File: src/rtl/uart_pkg.sv
// Shared UART definitions used by uart_rx, uart_tx and uart_rx_fifo.
// Holds the byte width and the byte type.
package uart_pkg;

    localparam int UART_DATA_W = 8;

    typedef logic [UART_DATA_W-1:0] uart_byte_t;

endpackage

File: src/rtl/uart_fifo_mem.sv
// DEPTH x DATA_W storage for the receive FIFO.
// Synchronous write, combinational read so the head byte falls through.
module uart_fifo_mem #(
    parameter int DATA_W = 8,
    parameter int DEPTH  = 16,
    parameter int ADDR_W = $clog2(DEPTH)
) (
    input  logic              clk,
    input  logic              we,
    input  logic [ADDR_W-1:0] waddr,
    input  logic [DATA_W-1:0] wdata,
    input  logic [ADDR_W-1:0] raddr,
    output logic [DATA_W-1:0] rdata
);

    logic [DATA_W-1:0] r_mem [DEPTH];

    // Write port; contents are deliberately not reset.
    always_ff @(posedge clk) begin
        if (we) begin
            r_mem[waddr] <= wdata;
        end
    end

    assign rdata = r_mem[raddr];

endmodule

File: src/rtl/uart_rx_fifo.sv
// Receive buffer behind uart_rx: FWFT FIFO with a sticky overrun flag.
// Define UART_RX_FIFO_LEVEL_EN to add the level and almost_full outputs.
module uart_rx_fifo
    import uart_pkg::*;
#(
    parameter int DATA_W = UART_DATA_W,
    parameter int DEPTH  = 16
`ifdef UART_RX_FIFO_LEVEL_EN
    ,
    parameter int AFULL_THRESH = 12
`endif
) (
    input  logic              clk,
    input  logic              rst,
    input  logic [DATA_W-1:0] in_data,
    input  logic              in_valid,
    output logic [DATA_W-1:0] out_data,
    output logic              out_valid,
    input  logic              out_ready,
    output logic              overrun,
    input  logic              overrun_clr
`ifdef UART_RX_FIFO_LEVEL_EN
    ,
    output logic [$clog2(DEPTH):0] level,
    output logic                   almost_full
`endif
);

    localparam int ADDR_W = $clog2(DEPTH);
    localparam logic [ADDR_W:0] FULL_CNT = (ADDR_W+1)'(DEPTH);

    logic [ADDR_W-1:0] r_wr_ptr;
    logic [ADDR_W-1:0] r_rd_ptr;
    logic [ADDR_W:0]   r_count;
    logic              r_overrun;

    logic w_full;
    logic w_empty;
    logic w_push;
    logic w_pop;
    logic w_drop;

    assign w_full  = (r_count == FULL_CNT);
    assign w_empty = (r_count == '0);
    assign w_pop   = !w_empty && out_ready;
    // A pop in the same cycle frees a slot, so a full FIFO still accepts.
    assign w_push  = in_valid && (!w_full || w_pop);
    assign w_drop  = in_valid && w_full && !w_pop;

    assign out_valid = !w_empty;
    assign overrun   = r_overrun;

    uart_fifo_mem #(
        .DATA_W (DATA_W),
        .DEPTH  (DEPTH),
        .ADDR_W (ADDR_W)
    ) u_mem (
        .clk   (clk),
        .we    (w_push),
        .waddr (r_wr_ptr),
        .wdata (in_data),
        .raddr (r_rd_ptr),
        .rdata (out_data)
    );

    // Pointers wrap naturally; count tracks the net push/pop change.
    always_ff @(posedge clk or posedge rst) begin
        if (rst) begin
            r_wr_ptr <= '0;
            r_rd_ptr <= '0;
            r_count  <= '0;
        end else begin
            if (w_push) begin
                r_wr_ptr <= r_wr_ptr + 1'b1;
            end
            if (w_pop) begin
                r_rd_ptr <= r_rd_ptr + 1'b1;
            end
            if (w_push && !w_pop) begin
                r_count <= r_count + 1'b1;
            end else if (w_pop && !w_push) begin
                r_count <= r_count - 1'b1;
            end
        end
    end

    // Sticky overrun; a new drop outranks a clear in the same cycle.
    always_ff @(posedge clk or posedge rst) begin
        if (rst) begin
            r_overrun <= 1'b0;
        end else if (w_drop) begin
            r_overrun <= 1'b1;
        end else if (overrun_clr) begin
            r_overrun <= 1'b0;
        end
    end

`ifdef UART_RX_FIFO_LEVEL_EN
    assign level       = r_count;
    assign almost_full = (r_count >= (ADDR_W+1)'(AFULL_THRESH));
`endif

endmodule

File: config.mk
export PLATFORM = sky130hd
export DESIGN_NAME = uart_rx_fifo
export DESIGN_NICKNAME = d
export VERILOG_FILES = /design/src/rtl/uart_pkg.sv /design/src/rtl/uart_fifo_mem.sv /design/src/rtl/uart_rx_fifo.sv
export SDC_FILE = /design/constraint.sdc
export NUM_CORES = 1
export LEC_CHECK = 0
export CORE_UTILIZATION = 30
export CTS_BUF_LIST = sky130_fd_sc_hd__clkbuf_2 sky130_fd_sc_hd__clkbuf_4 sky130_fd_sc_hd__clkbuf_8
export DETAILED_ROUTE_END_ITERATION = 6
export PLACE_DENSITY = 0.54
export SKIP_CTS_REPAIR_TIMING = 1
export SLEW_MARGIN = 5
export SYNTH_ARGS = -nofsm -noshare
export SYNTH_HDL_FRONTEND = slang
export SYNTH_SLANG_ARGS = --single-unit
export TNS_END_PERCENT = 20
File: constraint.sdc
create_clock -name clk -period 3.6 [get_ports clk]
set_clock_uncertainty 0.1 [all_clocks]
set_input_delay 0.36 -clock clk [delete_from_list [all_inputs] [get_ports clk]]
set_output_delay 0.36 -clock clk [all_outputs]
set_load 0.02 [all_outputs]
==> metrics, run 1 <==
Slew headroom 0.4329; Sum Neg Setup Slack 0 ps; number of synthesized register bits 142; RSZ-0062 raised after global routing no; Net Count, Synth 348; core area approximately 0.019 sq mm; CTS max path bufs 2; Die Area 0.01995 sq mm; Critical Path Start Type flop; DP Area 0.006386 sq mm; CTS tree done; number of port buffers 22; Final Critical Period 3334 ps; Design Power about 5500 uW; # diodes 0; first-pass GRT wire length ~18000 um; Synth Instances 325; largest cells by area after synthesis edfxtp_1 (66%), mux4_2 (6.2%), dfrtp_1 (6.0%), mux2i_1 (5.7%), a221oi_1 (2.3%); standard-cell rows 50; router iterations before antenna repair 4; run status finished, final reports clean; CP top delay family buffers and inverters; Leakage 0.002340 uW; Mean Syn Cell Area 17.90 sq um; largest net degree at the start of global routing 23; CP bufs+invs 2; maxcap violations 0; Worst-Margin Slew 847.5 ps; total CTS buffers 17; I/O Pins 23; achievable frequency 299.9 MHz; Sink Count 142; area occupied by registers 0.004195 sq mm; commonest non-fill, non-tap cells in the layout edfxtp_1 (128), mux2i_1 (33), clkdlybuf4s50_1 (22); Crit path largest cell delay 620 ps; initial antenna violation count 0; fillers approximately 1.8k; DR WL/cell 18.55 um; post-synth top area share 0.6606; initial core utilization 0.3090; post-route design area 0.006809 sq mm; all-layer global routing usage 0.1289; fin nets 388; unique cell type count in the Yosys netlist 33; mapped cell area about 0.0058 sq mm; CP Data Arrival Time 2870 ps; Slowest cell on crit path clkdlybuf4s50_1; Setup WS post-layout roughly 270 ps; die height roughly 140 um; R2R Setup Slk around 800 ps; worst skew pair latency 440 ps; Vias/cell 4.671; Hold Crit Class in -> async; Critical Path RT 3140 ps; Yosys warning total 0; vias in the first global route between 3k and 4k; Crit Path Class reg -> out; RePlAce Congestion 0.7599; Seq/Total Area, Yosys 0.7209; most common cell after layout, fill and taps aside edfxtp_1; area grow syn2layout 17.03%; Residual DRC 0; dpl ws 562.7 ps; Worst-path clk slew 90 ps; Hold Vio Cnt, Final 0; Final Routed Wirelength 11830 um; Critical Path, Cell by Cell buf_12 -> mux2i_1 -> a221oi_1 -> o21ai_0 -> nand2_1 -> clkdlybuf4s50_1; final hold slack 168.5 ps; Slew Limit Fails 0; share of cells above drive strength 1 0.1878; antenna viol nets, final 0; Final HPWL DP 7780 um; crit-path max FO 22; leading area contributor after synthesis edfxtp_1; CTS Root Cell clkbuf_8; die width roughly 140 um; fin crit share 0.9261; First DRT Iteration DRCs 199; Max H-tree Level 4; worst vdd ir ~0.00047 V; grt ovf 0; pwr/cell area approximately 800 mW/mm^2; Final setup viols 0; area of the multi-input gates 0.001454 sq mm; crit path capture type output port; via count between 2k and 3k
[final timing paths]
check / end / from / depth (start not counted)
hold reg to reg: r_count[4] / r_count[4] / 1
hold / removal: r_count[0] / rst / 2
setup / recovery: out_data[6] / r_rd_ptr[0] / 6
min in group clk: r_count[4] / r_count[4] / 1
setup reg to reg: r_count[4] / r_count[0] / 10
max in group asynchronous: r_rd_ptr[0] / rst / 2
[state kept, by name (all words and copies together), names as in the netlist]
signal / count
r_rd_ptr: 4
r_count: 5
r_wr_ptr: 4
overrun: 1
u_mem.r_mem: 128
[power breakdown]
group,internal (uW),total [uW],switching (uW)
combinational,873,1940,1070
clock,653,1340,687
sequential,2020,2180,157
total,3550,5460,1910
[area by class of cell]
cell class / instances / share of cell area
Inverter: 9 / 0.004961
Clock inverter: 15 / 0.02775
Sequential cell: 142 / 0.6161
Multi-Input combinational cell: 157 / 0.2135
Tap cell: 260 / 0.04778
Clock buffer: 17 / 0.03436
Timing Repair Buffer: 38 / 0.05549
[cell families (layout without fill, tap and decap cells)]
family,count (synthesis),after routing,share of synthesized area
compound gates,42,42,0.05398
xor+xnor,10,10,0.01505
fa+ha+maj,10,10,0.02280
buf+inv,26,79,0.02925
flops,142,142,0.7209
mux,51,51,0.1226
simple gates,44,44,0.03548
[cells in the mapped netlist]
master / instances
edfxtp_1: 128
nand3_1: 1
a21oi_1: 3
clkbuf_2: 1
xnor2_1: 8
mux4_2: 16
mux2_2: 2
fa_1: 1
and2_4: 1
o21ai_0: 11
nand4_1: 1
inv_1: 9
clkbuf_1: 3
nor2_1: 14
a221oi_1: 15
nand2b_1: 2
a41o_1: 1
buf_1: 2
nand2_1: 18
clkbuf_4: 1
ha_1: 9
a31oi_2: 1
a22oi_1: 8
a21o_1: 2
nor4_4: 1
nor2b_1: 2
xor2_1: 2
mux2i_1: 33
buf_4: 2
a221oi_2: 1
buf_6: 8
dfrtp_1: 14
nor3_1: 4
[metal layers]
layer | wire length, um | track usage | vias to the layer above | part of all wire
met2 | 5902 | 0.2118 | 77 | 0.50
met4 | 122 | 0.04348 | 0 | 0.010
li1 | - | - | 1363 | -
met3 | 567 | 0.02970 | 10 | 0.048
met5 | 0 | 0 | - | 0
met1 | 5241 | 0.1680 | 1530 | 0.44
[metrics by stage]
step,cells,util
after global routing,638,0.3616
final,638,0.3616
after detailed placement,606,0.3391
after global placement,606,0.3391
after CTS,638,0.3616
after floorplan,325,-
Note: power is estimated with default switching activity, not from simulation.
==> run 2: changes to the inputs <==
--- a/config.mk
+++ b/config.mk
@@ -6,4 +6,5 @@
 export NUM_CORES = 1
 export LEC_CHECK = 0
+export ABC_AREA = 1
 export CORE_UTILIZATION = 30
 export CTS_BUF_LIST = sky130_fd_sc_hd__clkbuf_2 sky130_fd_sc_hd__clkbuf_4 sky130_fd_sc_hd__clkbuf_8
==> constraint.sdc (replaced) <==
create_clock -name clk -period 3.6 [get_ports clk]
set_clock_uncertainty 0.1 [all_clocks]
set_input_delay 1.08 -clock clk [delete_from_list [all_inputs] [get_ports clk]]
set_output_delay 1.08 -clock clk [all_outputs]
set_load 0.02 [all_outputs]
==> metrics, run 2 <==
run status finished, violations left; failing checks negative setup slack; routed wl met3 approximately 540 um; crit-path max FO 33; largest net degree at the start of global routing 34; commonest non-fill, non-tap cells in the layout nand2_1 (238), edfxtp_1 (128), inv_1 (72); grt ovf 0; Hold Crit Class reg -> reg; met2 wire length 6836 um; top layer used by detailed routing met4; Worst-Margin Slew 747.7 ps; area of the multi-input gates 0.001700 sq mm; CP Data Arrival Time 2450 ps; Die Area 0.02158 sq mm; unique cell type count in the Yosys netlist 21; number of synthesized register bits 142; Mean Syn Cell Area 10.02 sq um; Net Count, Synth 652; Most used DFF post-synth edfxtp_1; Slew headroom 0.5000; worst vdd ir 0.0002796 V; Final setup viols 1; fin nets ~700; M1 wire length 6848 um; fin crit share 1.007; post-synth top area share 0.6101; First DRT Iteration DRCs 215; initial antenna violation count 0; all-layer global routing usage 0.1436; via count 4162; largest register by flop count u_mem.r_mem; antenna viol nets, final 0; area occupied by registers 0.004199 sq mm; Final Critical Period around 3600 ps; Final Util 0.3604; mapped cell area about 0.0063 sq mm; crit path capture type output port; Residual DRC 0; die height 146.9 um; Seq/Total Area, Yosys 0.6657; Synth Instances 629; cell with the most instances after synthesis nand2_1; share of flip-flops with an asynchronous set or reset 0.09859; Final Non-Filler Cells 958; die width 146.9 um; Setup WS post-layout -25.27 ps; RePlAce Congestion roughly 0.80; router iterations before antenna repair 5; vias in the first global route slightly above 4k; Critical Path RT approximately 2400 ps; Worst-path clk slew approximately 90 ps; most frequent cells after synthesis nand2_1 (238), edfxtp_1 (128), inv_1 (72); maxcap violations 0; initial core utilization 0.3084; largest cells by area after synthesis edfxtp_1 (61%), nand2_1 (14%), dfrtp_1 (5.6%), nand3_1 (4.6%), inv_1 (4.3%); area grow syn2layout 16.86%; CTS tree done; Crit Path Class reg -> out; share of cells above drive strength 1 0.09593; CTS Root Cell clkbuf_8; placed insts 926; most common cell after layout, fill and taps aside nand2_1; Leakage 0.003138 uW; # diodes 0; Sink Count 142; Final Routed Wirelength around 14000 um; CTS max path bufs 2; Critical Path Start Type flop; fillers slightly above 2k; leading area contributor after synthesis edfxtp_1; DR WL/cell 15.04 um; number of port buffers 22; core area 0.02043 sq mm; largest registers u_mem.r_mem (128), r_count (5); total CTS buffers 17; RSZ-0062 raised after global routing yes; Yosys warning total 0; Final HPWL DP 9443 um; I/O Pins 23; Vias/cell 4.344; Largest register FFs 128; first-pass GRT wire length 22820 um; Max H-tree Level 4; pwr/cell area 738.8 mW/mm^2; number of synthesized flops with an enable pin around 130; achievable frequency 275.8 MHz; worst skew pair latency 440 ps; standard-cell rows 52; Slew Limit Fails 0; Hold Vio Cnt, Final 0
## run 2: cell types whose count changed after synthesis, sizes merged, moves of 3 or more
cell	before	now
a21oi	3	0
a221oi	16	0
a22oi	8	0
buf	12	20
inv	9	75
mux2i	33	0
mux4	16	0
nand2	18	238
nand3	1	58
nor2	14	53
nor3	4	16
o21ai	11	4
xnor2	8	2
## run 2: cell families after synthesis
| logic type | after synthesis | share of synthesized area |
|---|---|---|
| buffers and inverters | 98 | 0.06435 |
| and+or+nand+nor | 368 | 0.2363 |
| DFF | 142 | 0.6657 |
| xor gates and xnor gates | 6 | 0.008342 |
| AOI/OAI and AO/OA | 5 | 0.004172 |
| adders and majority gates | 10 | 0.02105 |
## run 2: through the flow
stage / TNS (ps) / area (sq um) / setup slack, ps / power, uW / hold slack [ps]
6_report: -25.27 / 7362 / -25.27 / 5439 / 415.3
5_1_grt: -161.5 / 7362 / -161.5 / 5845 / 432.2
4_1_cts: -545.4 / 7337 / -122.9 / 5514 / 414.8
3_5_place_dp: 0 / 6958 / 382.2 / 4293 / 391.0
3_3_place_gp: 0 / 6958 / 384.2 / 4274 / 393.6
2_1_floorplan: 0 / 6300 / 725.7 / 3525 / 370.7
## run 2: worst max-delay path, stage by stage (launching register included)
cell             delay (ps)
dfrtp_4                 590
inv_2                   110
buf_12                  200
nand2_1                  70
nand3_1                 110
nand2_1                  90
nor2_1                  120
nand2_1                  60
nand2_1                  60
clkdlybuf4s50_1         590
## run 2: cell type report
| type | count | share of cell area |
|---|---|---|
| flip-flops and latches | 142 | 0.5704 |
| inverters | 75 | 0.03824 |
| repair buffers | 50 | 0.06305 |
| clock buffers | 17 | 0.03178 |
| well taps | 270 | 0.04589 |
| multi-input cells | 389 | 0.2310 |
| clock inverters | 15 | 0.01971 |
## run 2: worst paths after layout
path | startpoint | to | slack (ps) | cells past startpoint
hold reg to reg | r_count[4] | r_count[4] | 420 | 2
min in group asynchronous | rst | r_wr_ptr[3] | 910 | 2
setup / recovery | r_rd_ptr[0] | out_data[0] | -30 | 9
hold / removal | r_count[4] | r_count[4] | 420 | 2
setup reg to reg | r_count[0] | r_count[4] | 1190 | 12
max in group asynchronous | rst | r_rd_ptr[0] | 2020 | 2
## run 2: report_power, final
group,internal [uW],total [uW],switching [uW],leakage [uW]
clock network,513,1220,704,0.000190
registers,1990,2120,128,0.00133
logic,739,2100,1360,0.00162
## run 2: routing by layer
metal	vias to the layer above	track usage
met4	0	0.04897
met1	1951	0.1878
met5	-	0
li1	2124	-
met2	72	0.2315
met3	15	0.03696
